--- config.mk ---
export PLATFORM = sky130hd
export DESIGN_NAME = uart_receiver
export DESIGN_NICKNAME = d
export VERILOG_FILES = /design/src/rtl/uart_receiver.sv
export SDC_FILE = /design/constraint.sdc
export NUM_CORES = 1
export LEC_CHECK = 0
export ABC_CLOCK_PERIOD_IN_PS = 4500
export CORE_MARGIN = 2
export CORE_UTILIZATION = 40
export CTS_BUF_LIST = sky130_fd_sc_hd__clkbuf_4
export DETAILED_ROUTE_END_ITERATION = 12
export HOLD_SLACK_MARGIN = 0.12
export PLACE_DENSITY_LB_ADDON = 0.08
export SKIP_CTS_REPAIR_TIMING = 1
export SYNTH_ARGS = -nofsm -noshare
export SYNTH_HDL_FRONTEND = slang
export SYNTH_SLANG_ARGS = --single-unit
--- constraint.sdc ---
create_clock -name clk -period 4.5 [get_ports clk]
set_clock_uncertainty 0.15 [all_clocks]
set_input_delay 1.35 -clock clk [delete_from_list [all_inputs] [get_ports clk]]
set_output_delay 1.35 -clock clk [all_outputs]
set_load 0.05 [all_outputs]
--- src/rtl/uart_receiver.sv ---
// uart_receiver: serial receive half of the UART.
// Samples RxD at 16x the selected baud rate and reassembles
// start / 8 data (LSB first) / even parity / stop frames.
// Optional build macro: UART_RX_MAJORITY_EN (2-of-3 vote over sc=6,7,8).
//
//   state  | meaning
//   -------+-------------------------------------------------------
//   IDLE   | line idle, waiting for a tick that sees rxd_s low
//   START  | confirming start bit at the sample point (glitch reject)
//   DATA   | shifting 8 data bits into shreg, LSB first
//   PARITY | comparing received parity bit against even parity
//   STOP   | checking stop bit, publishing byte and flags

module uart_receiver #(
  parameter int CLK_HZ = 50_000_000
) (
  input  logic       clk,
  input  logic       reset,
  input  logic [2:0] baud_select,
  input  logic       Rx_EN,
  input  logic       RxD,
  output logic [7:0] Rx_DATA,
  output logic       Rx_VALID,
  output logic       Rx_PERROR,
  output logic       Rx_FERROR
);

  // The divisor table is fixed and only correct for a 50 MHz clock.
  if (CLK_HZ != 50_000_000) begin : g_clk_warn
    $warning("uart_receiver: divisor table assumes a 50 MHz clock");
  end

  typedef enum logic [2:0] {IDLE, START, DATA, PARITY, STOP} state_t;

`ifdef UART_RX_MAJORITY_EN
  localparam logic [3:0] SAMPLE_SC = 4'd8;
`else
  localparam logic [3:0] SAMPLE_SC = 4'd7;
`endif

  logic        rxd_m_q, rxd_s_q;
  logic [13:0] cnt_q, cnt_d;
  logic [13:0] div_m1;
  logic        tick;
  state_t      state_q, state_d;
  logic [3:0]  sc_q, sc_d;
  logic [2:0]  bitcnt_q, bitcnt_d;
  logic [7:0]  shreg_q, shreg_d;
  logic        perr_q, perr_d;
  logic [7:0]  data_q, data_d;
  logic        valid_q, valid_d;
  logic        perror_q, perror_d;
  logic        ferror_q, ferror_d;
  logic        bit_val;
`ifdef UART_RX_MAJORITY_EN
  logic        s6_q, s6_d, s7_q, s7_d;
`endif

  // Terminal count of the 16x sample-tick divider for each baud code.
  always_comb begin
    case (baud_select)
      3'b000:  div_m1 = 14'd10416;
      3'b001:  div_m1 = 14'd2603;
      3'b010:  div_m1 = 14'd650;
      3'b011:  div_m1 = 14'd325;
      3'b100:  div_m1 = 14'd162;
      3'b101:  div_m1 = 14'd80;
      3'b110:  div_m1 = 14'd53;
      default: div_m1 = 14'd26;
    endcase
  end

  // ">=" lets the divider recover at once if the baud code shrinks while idle.
  assign tick = (cnt_q >= div_m1);

  // Bit decision: single sample, or majority of the two earlier samples and now.
  always_comb begin
`ifdef UART_RX_MAJORITY_EN
    bit_val = (s6_q & s7_q) | (s6_q & rxd_s_q) | (s7_q & rxd_s_q);
`else
    bit_val = rxd_s_q;
`endif
  end

  // Next-state logic for divider, frame FSM, shift register and output flags.
  always_comb begin
    cnt_d    = tick ? 14'd0 : cnt_q + 14'd1;
    state_d  = state_q;
    sc_d     = sc_q;
    bitcnt_d = bitcnt_q;
    shreg_d  = shreg_q;
    perr_d   = perr_q;
    data_d   = data_q;
    valid_d  = valid_q;
    perror_d = perror_q;
    ferror_d = ferror_q;
`ifdef UART_RX_MAJORITY_EN
    s6_d = s6_q;
    s7_d = s7_q;
    if (tick && sc_q == 4'd6) s6_d = rxd_s_q;
    if (tick && sc_q == 4'd7) s7_d = rxd_s_q;
`endif

    if (!Rx_EN) begin
      cnt_d    = 14'd0;
      state_d  = IDLE;
      sc_d     = 4'd0;
      bitcnt_d = 3'd0;
      valid_d  = 1'b0;
      perror_d = 1'b0;
      ferror_d = 1'b0;
    end else if (tick) begin
      sc_d = sc_q + 4'd1;
      case (state_q)
        IDLE: begin
          sc_d = 4'd0;
          if (!rxd_s_q) state_d = START;
        end
        START: begin
          if (sc_q == SAMPLE_SC) begin
            if (bit_val) begin
              state_d = IDLE;
              sc_d    = 4'd0;
            end else begin
              valid_d  = 1'b0;
              perror_d = 1'b0;
              ferror_d = 1'b0;
            end
          end else if (sc_q == 4'd15) begin
            state_d  = DATA;
            bitcnt_d = 3'd0;
          end
        end
        DATA: begin
          if (sc_q == SAMPLE_SC) shreg_d[bitcnt_q] = bit_val;
          if (sc_q == 4'd15) begin
            bitcnt_d = bitcnt_q + 3'd1;
            if (bitcnt_q == 3'd7) state_d = PARITY;
          end
        end
        PARITY: begin
          if (sc_q == SAMPLE_SC) perr_d = bit_val ^ (^shreg_q);
          if (sc_q == 4'd15) state_d = STOP;
        end
        STOP: begin
          if (sc_q == SAMPLE_SC) begin
            data_d   = shreg_q;
            ferror_d = ~bit_val;
            perror_d = perr_q;
            valid_d  = bit_val & ~perr_q;
            // back to IDLE mid-stop-bit so a back-to-back start edge is caught
            state_d  = IDLE;
            sc_d     = 4'd0;
          end
        end
        default: begin
          state_d = IDLE;
          sc_d    = 4'd0;
        end
      endcase
    end
  end

  // All state registers, including the RxD synchronizer, with synchronous reset.
  always_ff @(posedge clk) begin
    if (reset) begin
      rxd_m_q  <= 1'b1;
      rxd_s_q  <= 1'b1;
      cnt_q    <= 14'd0;
      state_q  <= IDLE;
      sc_q     <= 4'd0;
      bitcnt_q <= 3'd0;
      shreg_q  <= 8'h00;
      perr_q   <= 1'b0;
      data_q   <= 8'h00;
      valid_q  <= 1'b0;
      perror_q <= 1'b0;
      ferror_q <= 1'b0;
`ifdef UART_RX_MAJORITY_EN
      s6_q     <= 1'b1;
      s7_q     <= 1'b1;
`endif
    end else begin
      rxd_m_q  <= RxD;
      rxd_s_q  <= rxd_m_q;
      cnt_q    <= cnt_d;
      state_q  <= state_d;
      sc_q     <= sc_d;
      bitcnt_q <= bitcnt_d;
      shreg_q  <= shreg_d;
      perr_q   <= perr_d;
      data_q   <= data_d;
      valid_q  <= valid_d;
      perror_q <= perror_d;
      ferror_q <= ferror_d;
`ifdef UART_RX_MAJORITY_EN
      s6_q     <= s6_d;
      s7_q     <= s7_d;
`endif
    end
  end

  assign Rx_DATA   = data_q;
  assign Rx_VALID  = valid_q;
  assign Rx_PERROR = perror_q;
  assign Rx_FERROR = ferror_q;

endmodule
### Yosys cells after proc, flatten, opt, wreduce, memory -nomap -nowiden

Cells that the tools add are included.

| word-level totals | value |
|---|---|
| output and inout bits | 11 |
| register bits after elaboration | 46 |
| input port bits | 7 |

| operators by class | value |
|---|---|
| reduce and logical (&&, ||, !) cells | 15 |
| add/sub/neg operators | 3 |
| equal/unequal tests | 24 |
| bitwise logic cells | 5 |
| muxes and demuxes | 29 |
| magnitude comparators | 3 |

Operators by type and width:

| cell | number |
|---|---|
| $pmux W14 S7 | 1 |
| $mux W3 | 11 |
| $ne A2 B2 Y1 const B | 9 |
| $eq A3 B3 Y1 const B | 5 |
| $pmux W3 S5 | 1 |
| $add A14 B1 Y14 const B | 1 |
| $ge A14 B14 Y1 | 1 |
| $eq A3 B2 Y1 const B | 4 |
| $mux W4 | 3 |
| $pmux W4 S3 | 1 |
| $reduce_and A4 Y1 | 3 |
| $reduce_and A5 Y1 | 2 |
| $bwmux W8 | 1 |
| $reduce_and A8 Y1 | 1 |
| $reduce_xor A8 Y1 | 1 |
| $eq A3 B1 Y1 const B | 2 |
| $logic_not A3 Y1 | 2 |
| $mux W1 | 6 |
| $ne A3 B3 Y1 const B | 2 |
| $pmux W1 S2 | 3 |
| $pmux W3 S2 | 1 |
| $add A4 B1 Y4 const B | 1 |
| $eq A4 B3 Y1 const B | 1 |
| $eq A4 B4 Y1 const B | 1 |
| other kinds (11) | 15 |

### Logic depth before layout (Yosys ltp)

| depth | value |
|---|---|
| depth in word-level cells | 5 |
| gate-level depth with buffers | 13 |
| depth with buffers taken out | 10 |

### Worst setup path after synthesis

OpenSTA, ideal clock, no wires.

| timing path | value |
|---|---|
| kind | in2reg |
| from | input port baud_select[0] |
| to | register bitcnt_q[0] |
| slack | 0.253 ns |
| arrival time | 3.976 ns |
| stages on the path | 11 |
| library setup time | 0.121 ns |
| cells stage by stage | clkbuf_1 -> or3_1 -> and2_1 -> ha_1 -> nand4_1 -> o21ai_0 -> a41oi_4 -> and2_1 -> buf_6 -> o41a_1 -> mux2_4 |

| between the ends | value |
|---|---|
| word-level cells in the longest chain between the ends | 4 |
| elaborated cells on any way between the ends | 10 |
| classes of those cells | order compare: 1; eq/ne: 6; mux: 1; reduce/logical: 2 |

RTL lines:

| element | RTL line | text |
|---|---|---|
| start, declared | 19 | `input logic [2:0] baud_select,` |
| $eq A3 B3 Y1, or another cell as far along | 61 | `case (baud_select)` |
| $pmux W14 S7 * | 61 |  |
| $ge A14 B14 Y1 * | 74 | `assign tick = (cnt_q >= div_m1);` |
| $reduce_and A5 Y1 (no source line) * | -- |  |
| end signal, assigned | 189 | `bitcnt_q <= bitcnt_d;` |
| end, declared | 47 | `logic [2:0] bitcnt_q, bitcnt_d;` |

Mark *: on every way between the ends. The rest lies on a longest branch, timed or not.
A chain may end at the register's enable or synchronous reset.

### Worst setup path in the final report

| timing path | value |
|---|---|
| from | input port baud_select[0] |
| to | register shreg_q[2] |

| between the ends | value |
|---|---|
| word-level cells in the longest chain between the ends | 4 |
| elaborated cells on any way between the ends | 10 |
| classes of those cells | order compare: 1; eq/ne: 6; mux: 1; reduce/logical: 2 |

RTL lines:

| element | RTL line | text |
|---|---|---|
| $eq A3 B3 Y1, or another cell as far along | 61 |  |
| $pmux W14 S7 * | 61 |  |
| $ge A14 B14 Y1 * | 74 |  |
| $reduce_and A4 Y1 (no source line) * | -- |  |
| end signal, assigned | 190 | `shreg_q <= shreg_d;` |
| end, declared | 48 | `logic [7:0] shreg_q, shreg_d;` |

Marked as above.

==> qor.yml <==
setup-violations-final: 0
synthArstFlopShare_pct: 0
drc: 0
synth_nets: 317
grt_pass1_wl_um: 9360
avgRoutedWirePerCell_um: 13.8
switchingPower_mw: 0.162
totalWireLength_um: 5430
synth-simple-area-share_pct: 22.0
synth_edf_count: 0
crit_type: "primary input to flip-flop"
synth_warnings: 0
tritoncts: "yes"
track_usage_pct: 16.0
hold_viol: 0
peakVddDrop_uv: 160
yosysSeqAreaShare_pct: 35.3
cts_buffers: 5
final_cells: 394
setup_tns_ns: 0
drtPass1Iterations: 4
status: "complete, no violations"
design.core.area_um2: 6310
synth_compound_area_share_pct: 16.8
fmax_mhz: 237
netlist_area_um2: 2610
cts.sinks: 46
diodes: 0
pin_count: 18
cts_root_buffer: "clkbuf_4"
area_growth_pct: 13.4
start_util_pct: 41.3
ctsHtreeMaxLevel: 2
slew_violations: 0
clkPwrFrac_pct: 29.1
rsz0062_at_grt: "no"
syn_inst: 294
synth_common_cells: "46 x dfxtp_1, 33 x nor2_1, 21 x nand3_1"
dr.first_iter.drc_count: 68
arrival_ns: 4.36
end_kind: "flip-flop"
num_vias: 2105
crit_fanout: 4
yosysUniqueCellTypes: 48
synth-seq-cells: 46
hold_ws_ns: 0.275
synthMuxAreaShare_pct: 5.61
final_nets: 339
tightest_slew_ns: 0.647
timing.final.ws_setup_ns: 0.289
grt_pass1_vias: 1967
yosys.area.top_type: "dfxtp_1"
drive_gt1_share_pct: 10.4
port_buffers: 17
p_comb_share_pct: 8.8
seq_power_share_pct: 62.1
dpl.cell_count: 386
period_needed_ns: 4.21
min_path_type: "flip-flop to flip-flop"
grt.overflow.total: 0
p_int_mw: 0.502
synthXorXnorAreaFrac_pct: 9.06
synth_top_family_by_area: "simple AND/OR/NAND/NOR gates"
vias_per_cell: 5.34
utilization_pct: 46.9
netSwitchingFraction_pct: 24.4
critPathRequiredTime_ns: 4.64
antenna_found_initial: 0
cts_buffer_depth: 2
start_kind: "primary input"
rows: 29
yosysMostFrequentCell: "dfxtp_1"
die_x_um: 84.8
gp_congestion: 0.845
avgSynthCellArea_um2: 8.88
synthFlopType: "dfxtp_1"
dp_hpwl_um: 4030
leakage_nw: 1.04
grt_max_degree: 19
fin_crit_sh_pct: 93.6
clkSlewWorstSetupHoldPaths_ns: 0.13
cap_violations: 0
relSlewSlack_pct: 56.7
insertion_delay_ns: 0.36
dp_slack_ns: -0.100
dieHeight_um: 84.8
synth_fa_ha_area_share_pct: 7.67
yosys.area.top_type_share_pct: 35.3
detail-route-antenna-nets: 0
power.density_nw_per_um2: 224
synth_area_leaders: "dfxtp_1 35%, ha_1 7.7%, xnor2_1 5.0%, nor2_1 4.7%, mux2i_1 4.6%"
die-area_um2: 7190
[layer usage]
metal | routed length (um) | vias to the layer above | GRT usage (%)
li1 | - | 1100 | -
met1 | 2670 | 968 | 20.9
met2 | 2510 | 30 | 26.3
met3 | 170 | 7 | 3.34
met4 | 79 | 0 | 5.19
met5 | 0 | - | 0
[cells in the final DEF, fill, tap and decap left out, types with 3 or more instances in the layout]
| master | count |
|---|---|
| dfxtp_1 | 46 |
| nor2_1 | 33 |
| nand3_1 | 21 |
| nand2_1 | 20 |
| clkdlybuf4s50_1 | 17 |
| ha_1 | 16 |
| xnor2_1 | 15 |
| a21oi_1 | 15 |
| buf_4 | 14 |
| o21ai_0 | 13 |
| xor2_1 | 12 |
| mux2i_1 | 12 |
| nand4_1 | 6 |
| clkbuf_4 | 6 |
| inv_1 | 5 |
| and3_1 | 5 |
| nand2b_1 | 4 |
| and2_1 | 4 |
| nand3b_1 | 4 |
| nor2b_1 | 4 |
| or2_2 | 3 |
| a21o_1 | 3 |
| nand4b_1 | 3 |
| a2111oi_2 | 3 |
[cell families (layout without fill, tap and decap cells)]
logic type	after synthesis	after routing
adders and majority gates	16	16
muxes	14	14
AOI/OAI and AO/OA	57	57
xor gates and xnor gates	27	27
and+or+nand+nor	113	113
buffers and inverters	21	44
DFF	46	46
[sequential cells by signal, summed over array words and instances (netlist names)]
signal / cells
Rx_DATA: 8
shreg_q: 8
rxd_m_q: 1
Rx_FERROR: 1
Rx_PERROR: 1
bitcnt_q: 3
sc_q: 4
bit_val: 1
state_q: 3
perr_q: 1
Rx_VALID: 1
cnt_q: 14
[worst max-delay path, cell delays in order]
cell	delay (ns)
clkdlybuf4s50_1	0.46
or3_1	0.40
and2_1	0.17
ha_1	0.29
nand4_1	0.12
o21bai_1	0.18
a311o_1	0.35
buf_4	0.19
a2111oi_2	0.53
nand4b_1	0.16
a21oi_1	0.16
[through the flow]
stage          total power [mW]  area, um2
6_report                  0.664       2960
5_1_grt                   0.702       2960
4_1_cts                   0.679       2960
3_5_place_dp              0.480       2910
3_3_place_gp              0.480       2910
2_1_floorplan             0.459       2610
[final timing paths]
check | slack [ns] | depth (start not counted) | endpoint | startpoint
hold / removal | 0.28 | 1 | bit_val | rxd_m_q
setup / recovery | 0.29 | 11 | shreg_q[2] | baud_select[0]
setup reg to reg | 1.88 | 8 | shreg_q[2] | cnt_q[11]
hold reg to reg | 0.28 | 1 | bit_val | rxd_m_q
[power groups by stage]
stage	Combinational [mW]	Sequential, mW	Clock, mW
6_report	0.0584	0.412	0.193
5_1_grt	0.0656	0.413	0.224
4_1_cts	0.0589	0.412	0.208
3_5_place_dp	0.0586	0.421	0
3_3_place_gp	0.0586	0.421	0
2_1_floorplan	0.0398	0.419	0
[final cells by class]
cell class                      count  area, um2
Clock buffer                        6       45.0
Tap cell                           77       96.3
Clock inverter                      2       8.76
Fill cell                         644       3350
Sequential cell                    46        921
Timing Repair Buffer               31        275
Multi-Input combinational cell    227       1600
Inverter                            5       18.8
No activity file was read; power rests on OpenSTA's default activity.
==> variant 1: new RTL, same flow settings <==
Register the inputs `baud_select`, `Rx_EN` and `RxD` before use. The logic sees them one clock later.
--- a/src/rtl/uart_receiver.sv
+++ b/src/rtl/uart_receiver.sv
@@ -25,4 +25,14 @@
   output logic       Rx_FERROR
 );
+
+  logic [2:0] baud_select_q;
+  logic Rx_EN_q;
+  logic RxD_q;
+
+  always_ff @(posedge clk) begin
+    baud_select_q <= baud_select;
+    Rx_EN_q       <= Rx_EN;
+    RxD_q         <= RxD;
+  end
 
   // The divisor table is fixed and only correct for a 50 MHz clock.
@@ -59,5 +69,5 @@
   // Terminal count of the 16x sample-tick divider for each baud code.
   always_comb begin
-    case (baud_select)
+    case (baud_select_q)
       3'b000:  div_m1 = 14'd10416;
       3'b001:  div_m1 = 14'd2603;
@@ -102,5 +112,5 @@
 `endif
 
-    if (!Rx_EN) begin
+    if (!Rx_EN_q) begin
       cnt_d    = 14'd0;
       state_d  = IDLE;
@@ -182,5 +192,5 @@
 `endif
     end else begin
-      rxd_m_q  <= RxD;
+      rxd_m_q  <= RxD_q;
       rxd_s_q  <= rxd_m_q;
       cnt_q    <= cnt_d;
Behaviour: same outputs for any inputs over 10 cycles, from zero or initial values and one cycle with reset high; that may be too few to reach the edited logic, so the function may still have changed.
==> variant 1 against the original RTL <==
Non-clock buffer count is 11 lower. Area after synthesis is 11% higher. Highest routed layer unchanged. Sequential cell count is 5 higher. Critical path type is now reg -> reg. Sequential power is 12% higher. Synthesized cell count is 8.5% higher. Wire length is 12% higher. Sequential share of layout area is 0.77 points higher. Design area is 8.2% higher. Via count is 5.7% higher. Worst setup slack better by 0.91 ns. Global-route usage is 0.61 points higher. Total power is 18% higher. Critical path depth is 3 lower.
==> variant 1: results (changes against the original RTL) <==
status: "completed"  # unchanged
final_layout_size_suffix_gt1_share_pct: 7.362  # was 10.41%
routedWlPerCell_um: 14.28  # was 13.78 um
fill_cells: 699  # was 644
groute.layer.met2.usage_pct: 23.43  # was 26.34%
placed_cell_area_um2: 3128  # was 2907 um^2
place.detailed.hpwl_um: 4305  # was 4029 um
share_comb_of_total_power_pct: 7.2  # was 8.8%
slowest_stage: "a2111o_1"  # was a2111oi_2
power.switching_mw: 0.1802  # was 0.1621 mW
r2r_setup_slack_ns: 1.20  # was 1.88 ns
slowest_delay_ns: 0.60  # was 0.53 ns
grt_pass1_vias: 2060  # was 1967
cp_data_arrival_time_ns: 3.44  # was 4.36 ns
critical_path_peak_fanout: 18  # was 4
power_leakage_nw: 1.182  # was 1.040 nW
avgViaCountPerCell: 5.233  # was 5.343
synth_area_leaders: "dfxtp_1 35%, ha_1 6.9%, mux2i_1 6.9%, nand2b_1 5.2%, xnor2_1 3.9%"  # was dfxtp_1 35%, ha_1 7.7%, xnor2_1 5.0%, nor2_1 4.7%, mux2i_1 4.6%
max_cap_viol_count: 0  # unchanged
yosysUniqueCellTypes: 51  # was 48
worst_hold_path_type: "reg -> reg"  # unchanged
grt_max_degree: 24  # was 19
gp_routability_congestion: 0.7961  # was 0.8446
track_usage_pct: 16.60  # was 15.99%
clock_transition_time_at_the_flip_flop_clock_pins_of_the_worst_setup_and_hold_paths_ns: 0.16  # was 0.13 ns
worst_ir_drop_vdd_v: 0.0001737  # was 0.0001598 V
clockNetworkPower_mw: 0.266  # was 0.193 mW
drt_iter0_drc: 122  # was 68
num-nets-final: 349  # was 339
grt_use_met3_pct: 3.047  # was 3.343%
max_slew_margin_pct: 41.26  # was 56.73%
synthesis.nets: 342  # was 317
global_route.usage.met1_pct: 25.17  # was 20.92%
grt_first_pass_wirelength_um: 10320  # was 9356 um
==> variant 1: changes by cell type after synthesis, sizes merged, moves of 4 or more <==
cell | unedited run | this run
nor2 | 33 | 11
nand2b | 4 | 24
nor3 | 0 | 20
a21oi | 15 | 7
mux2i | 12 | 20
nand3 | 21 | 14
a32o | 0 | 5
dfxtp | 46 | 51
o211ai | 0 | 5
o21ai | 13 | 18
buf | 3 | 7
nand2 | 20 | 24
nor4 | 1 | 5
==> variant 1: final timing paths <==
check	start	end	depth (start not counted)
setup / recovery	baud_select_q[2]	Rx_FERROR	8
hold / removal	RxD_q	rxd_m_q	1
setup reg to reg	baud_select_q[2]	Rx_FERROR	8
hold reg to reg	RxD_q	rxd_m_q	1
==> variant 1: layout make-up <==
cell class,instances,area [um^2],area share (%)
clock buffers,6,45.04,1.406
clock inverters,1,30.03,0.9375
inverters,4,15.01,0.4688
multi-input cells,244,1775,55.43
flip-flops and latches,51,1021,31.88
well taps,99,123.9,3.867
repair buffers,20,192.7,6.016
==> variant 1: metal layers <==
metal  part of all wire (%)  vias up
met4                    1.7        0
met3                    2.3        9
met2                     41       28
li1                       -     1167
met5                      0        -
met1                     55     1020
==> variant 1: stage by stage <==
step | power (mW) | setup slack (ns) | hold slack [ns] | std cells
global placement | 0.5289 | 1.213 | 0.2436 | 418
global route | 0.8249 | 0.9923 | 0.2973 | 425
detailed placement | 0.5290 | 1.210 | 0.2476 | 418
floorplan | 0.5128 | 1.616 | 0.2395 | 319
finish | 0.7845 | 1.198 | 0.2767 | 425
CTS | 0.7972 | 1.202 | 0.2801 | 425
==> variant 1: logic make-up after synthesis <==
kind of cell	after synthesis	share of synthesized area [%]
simple gates	129	24.85
compound gates	54	14.45
flops	51	35.20
xor+xnor	24	7.722
buf+inv	24	3.580
mux	21	7.291
fa+ha+maj	16	6.902
==> variant 2: new RTL, config.mk and constraints unchanged <==
Made on the original files. Build with the macro `UART_RX_MAJORITY_EN` defined.
--- a/src/rtl/uart_receiver.sv
+++ b/src/rtl/uart_receiver.sv
@@ -11,4 +11,6 @@
 //   PARITY | comparing received parity bit against even parity
 //   STOP   | checking stop bit, publishing byte and flags
+
+`define UART_RX_MAJORITY_EN
 
 module uart_receiver #(
Formal check against the unedited RTL: same outputs for any inputs over 10 cycles, from zero or initial values and one cycle with reset high; that may be too few to reach the edited logic, so the function may still have changed.
==> variant 2 against the original RTL <==
Area after synthesis increased by 4.7%. Synthesized cell count increased by 2.7%. Total power increased by 13%. Worst setup slack improved by 0.099 ns. Non-clock buffer count decreased by 4. Sequential cell count increased by 2. Wire length about the same. Design area increased by 4.4%. Critical path type unchanged. Critical endpoint is now sc_q[2].
==> variant 2: results (changes against the original RTL) <==
grt_max_degree: 21  # was 19
grt_pass1_vias: 2071  # was 1967
critical_path_peak_fanout: 7  # was 4
synth_area_leaders: "dfxtp_1 35%, ha_1 8.2%, mux2i_1 8.1%, nor2_1 5.4%, xnor2_1 4.8%"  # was dfxtp_1 35%, ha_1 7.7%, xnor2_1 5.0%, nor2_1 4.7%, mux2i_1 4.6%
synthesis.nets: 327  # was 317
register_area_share_after_synthesis_pct: 35.15  # was 35.28%
internal-power_mw: 0.5713  # was 0.5015 mW
gp_routability_congestion: 0.7761  # was 0.8446
num-nets-final: 348  # was 339
worst_ir_drop_vdd_v: 0.0001407  # was 0.0001598 V
worst-slew-pin-transition_ns: 0.5096  # was 0.6471 ns
avgViaCountPerCell: 5.200  # was 5.343
final_layout_size_suffix_gt1_share_pct: 10.19  # was 10.41%
ys.warnings.count: 0  # unchanged
clock_transition_time_at_the_flip_flop_clock_pins_of_the_worst_setup_and_hold_paths_ns: 0.15  # was 0.13 ns
yosysUniqueCellTypes: 54  # was 48
track_usage_pct: 16.19  # was 15.99%
clk_latency_ns: 0.38  # was 0.36 ns
drt_iter0_drc: 62  # was 68
place.detailed.hpwl_um: 3989  # was 4029 um
placed_cells_incl_taps: 396  # was 386
power_leakage_nw: 1.154  # was 1.040 nW
synthesized_area_per_cell_um2: 9.053  # was 8.878 um^2
routedWlPerCell_um: 13.44  # was 13.78 um
routed-via-count: 2101  # was 2105
grt_first_pass_wirelength_um: 9660  # was 9356 um
status: "completed"  # unchanged
startpoint: "baud_select[1]"  # was baud_select[0]
synthTopCellsByCount: "48 x dfxtp_1, 39 x nor2_1, 22 x mux2i_1, 18 x ha_1, 17 x nand2_1"  # was 46 x dfxtp_1, 33 x nor2_1, 21 x nand3_1, 20 x nand2_1, 16 x ha_1
cts_root_buffer: "clkbuf_4"  # unchanged
-- variant 2: cell count changes after synthesis, moves of 5 or more --
cell / delta
mux2i_1: +10
clkbuf_1: -7
nand3_1: -10
nand2b_1: +12
o21ai_0: -7
nor2_1: +6
nor3_1: +5
a21oi_1: -5
-- variant 2: final cells by class --
cell class                      count  area [um^2]  area share [%]
Clock inverter                      3        46.29           1.497
Multi-Input combinational cell    237         1674           54.15
Sequential cell                    48        960.9           31.08
Tap cell                           80        100.1           3.238
Clock buffer                        5        37.54           1.214
Inverter                            4        15.01          0.4856
Timing Repair Buffer               27        257.7           8.337
-- variant 2: cells by family (layout without fill, tap and decap cells) --
group	after synthesis	after routing	synth area share, %
fa+ha+maj	19	19	8.604
mux	25	25	9.428
buf+inv	17	39	3.615
xor+xnor	24	24	7.689
flops	48	48	35.15
compound gates	35	35	9.063
simple gates	134	134	26.45
-- variant 2: worst paths after layout --
check        endpoint  slack (ns)  cells past startpoint
max reg2reg      s7_q        1.83                      9
min reg2reg   rxd_s_q        0.28                      1
max           sc_q[2]        0.39                     11
min           rxd_s_q        0.28                      1
-- variant 2: metrics by stage --
step | area, um^2 | hold slack, ns | utilization [%] | worst slack (ns)
after global placement | 3008 | 0.2422 | 44.77 | 0.04467
after floorplan | 2734 | 0.2395 | - | 0.3680
final | 3092 | 0.2768 | 46.01 | 0.3885
after detailed placement | 3008 | 0.2438 | 44.77 | 0.0007918
after CTS | 3092 | 0.2801 | 46.01 | 0.4020
after global routing | 3092 | 0.2973 | 46.01 | 0.1923
-- variant 2: routing by layer --
layer,part of all wire [%],vias up,global-route usage [%]
met2,46,19,25.59
met3,2.3,11,2.952
met5,0,-,0
met1,50,970,21.46
met4,2.5,0,7.386
li1,-,1101,-
-- variant 2: critical path: stages --
cell,delay (ns)
clkdlybuf4s50_1,0.43
or3_1,0.38
and2_1,0.15
ha_1,0.29
nand4_1,0.12
o21bai_1,0.18
a311o_1,0.30
and2_1,0.26
buf_12,0.17
or4b_1,0.49
a21oi_1,0.14
-- variant 2: power by group through the flow --
| stage | clock (mW) | sequential, mW | combinational [mW] |
|---|---|---|---|
| global route | 0.298 | 0.429 | 0.0628 |
| global placement | 0 | 0.438 | 0.0547 |
| CTS | 0.285 | 0.429 | 0.0555 |
| floorplan | 0 | 0.437 | 0.0390 |
| detailed placement | 0 | 0.438 | 0.0554 |
| finish | 0.269 | 0.428 | 0.0547 |
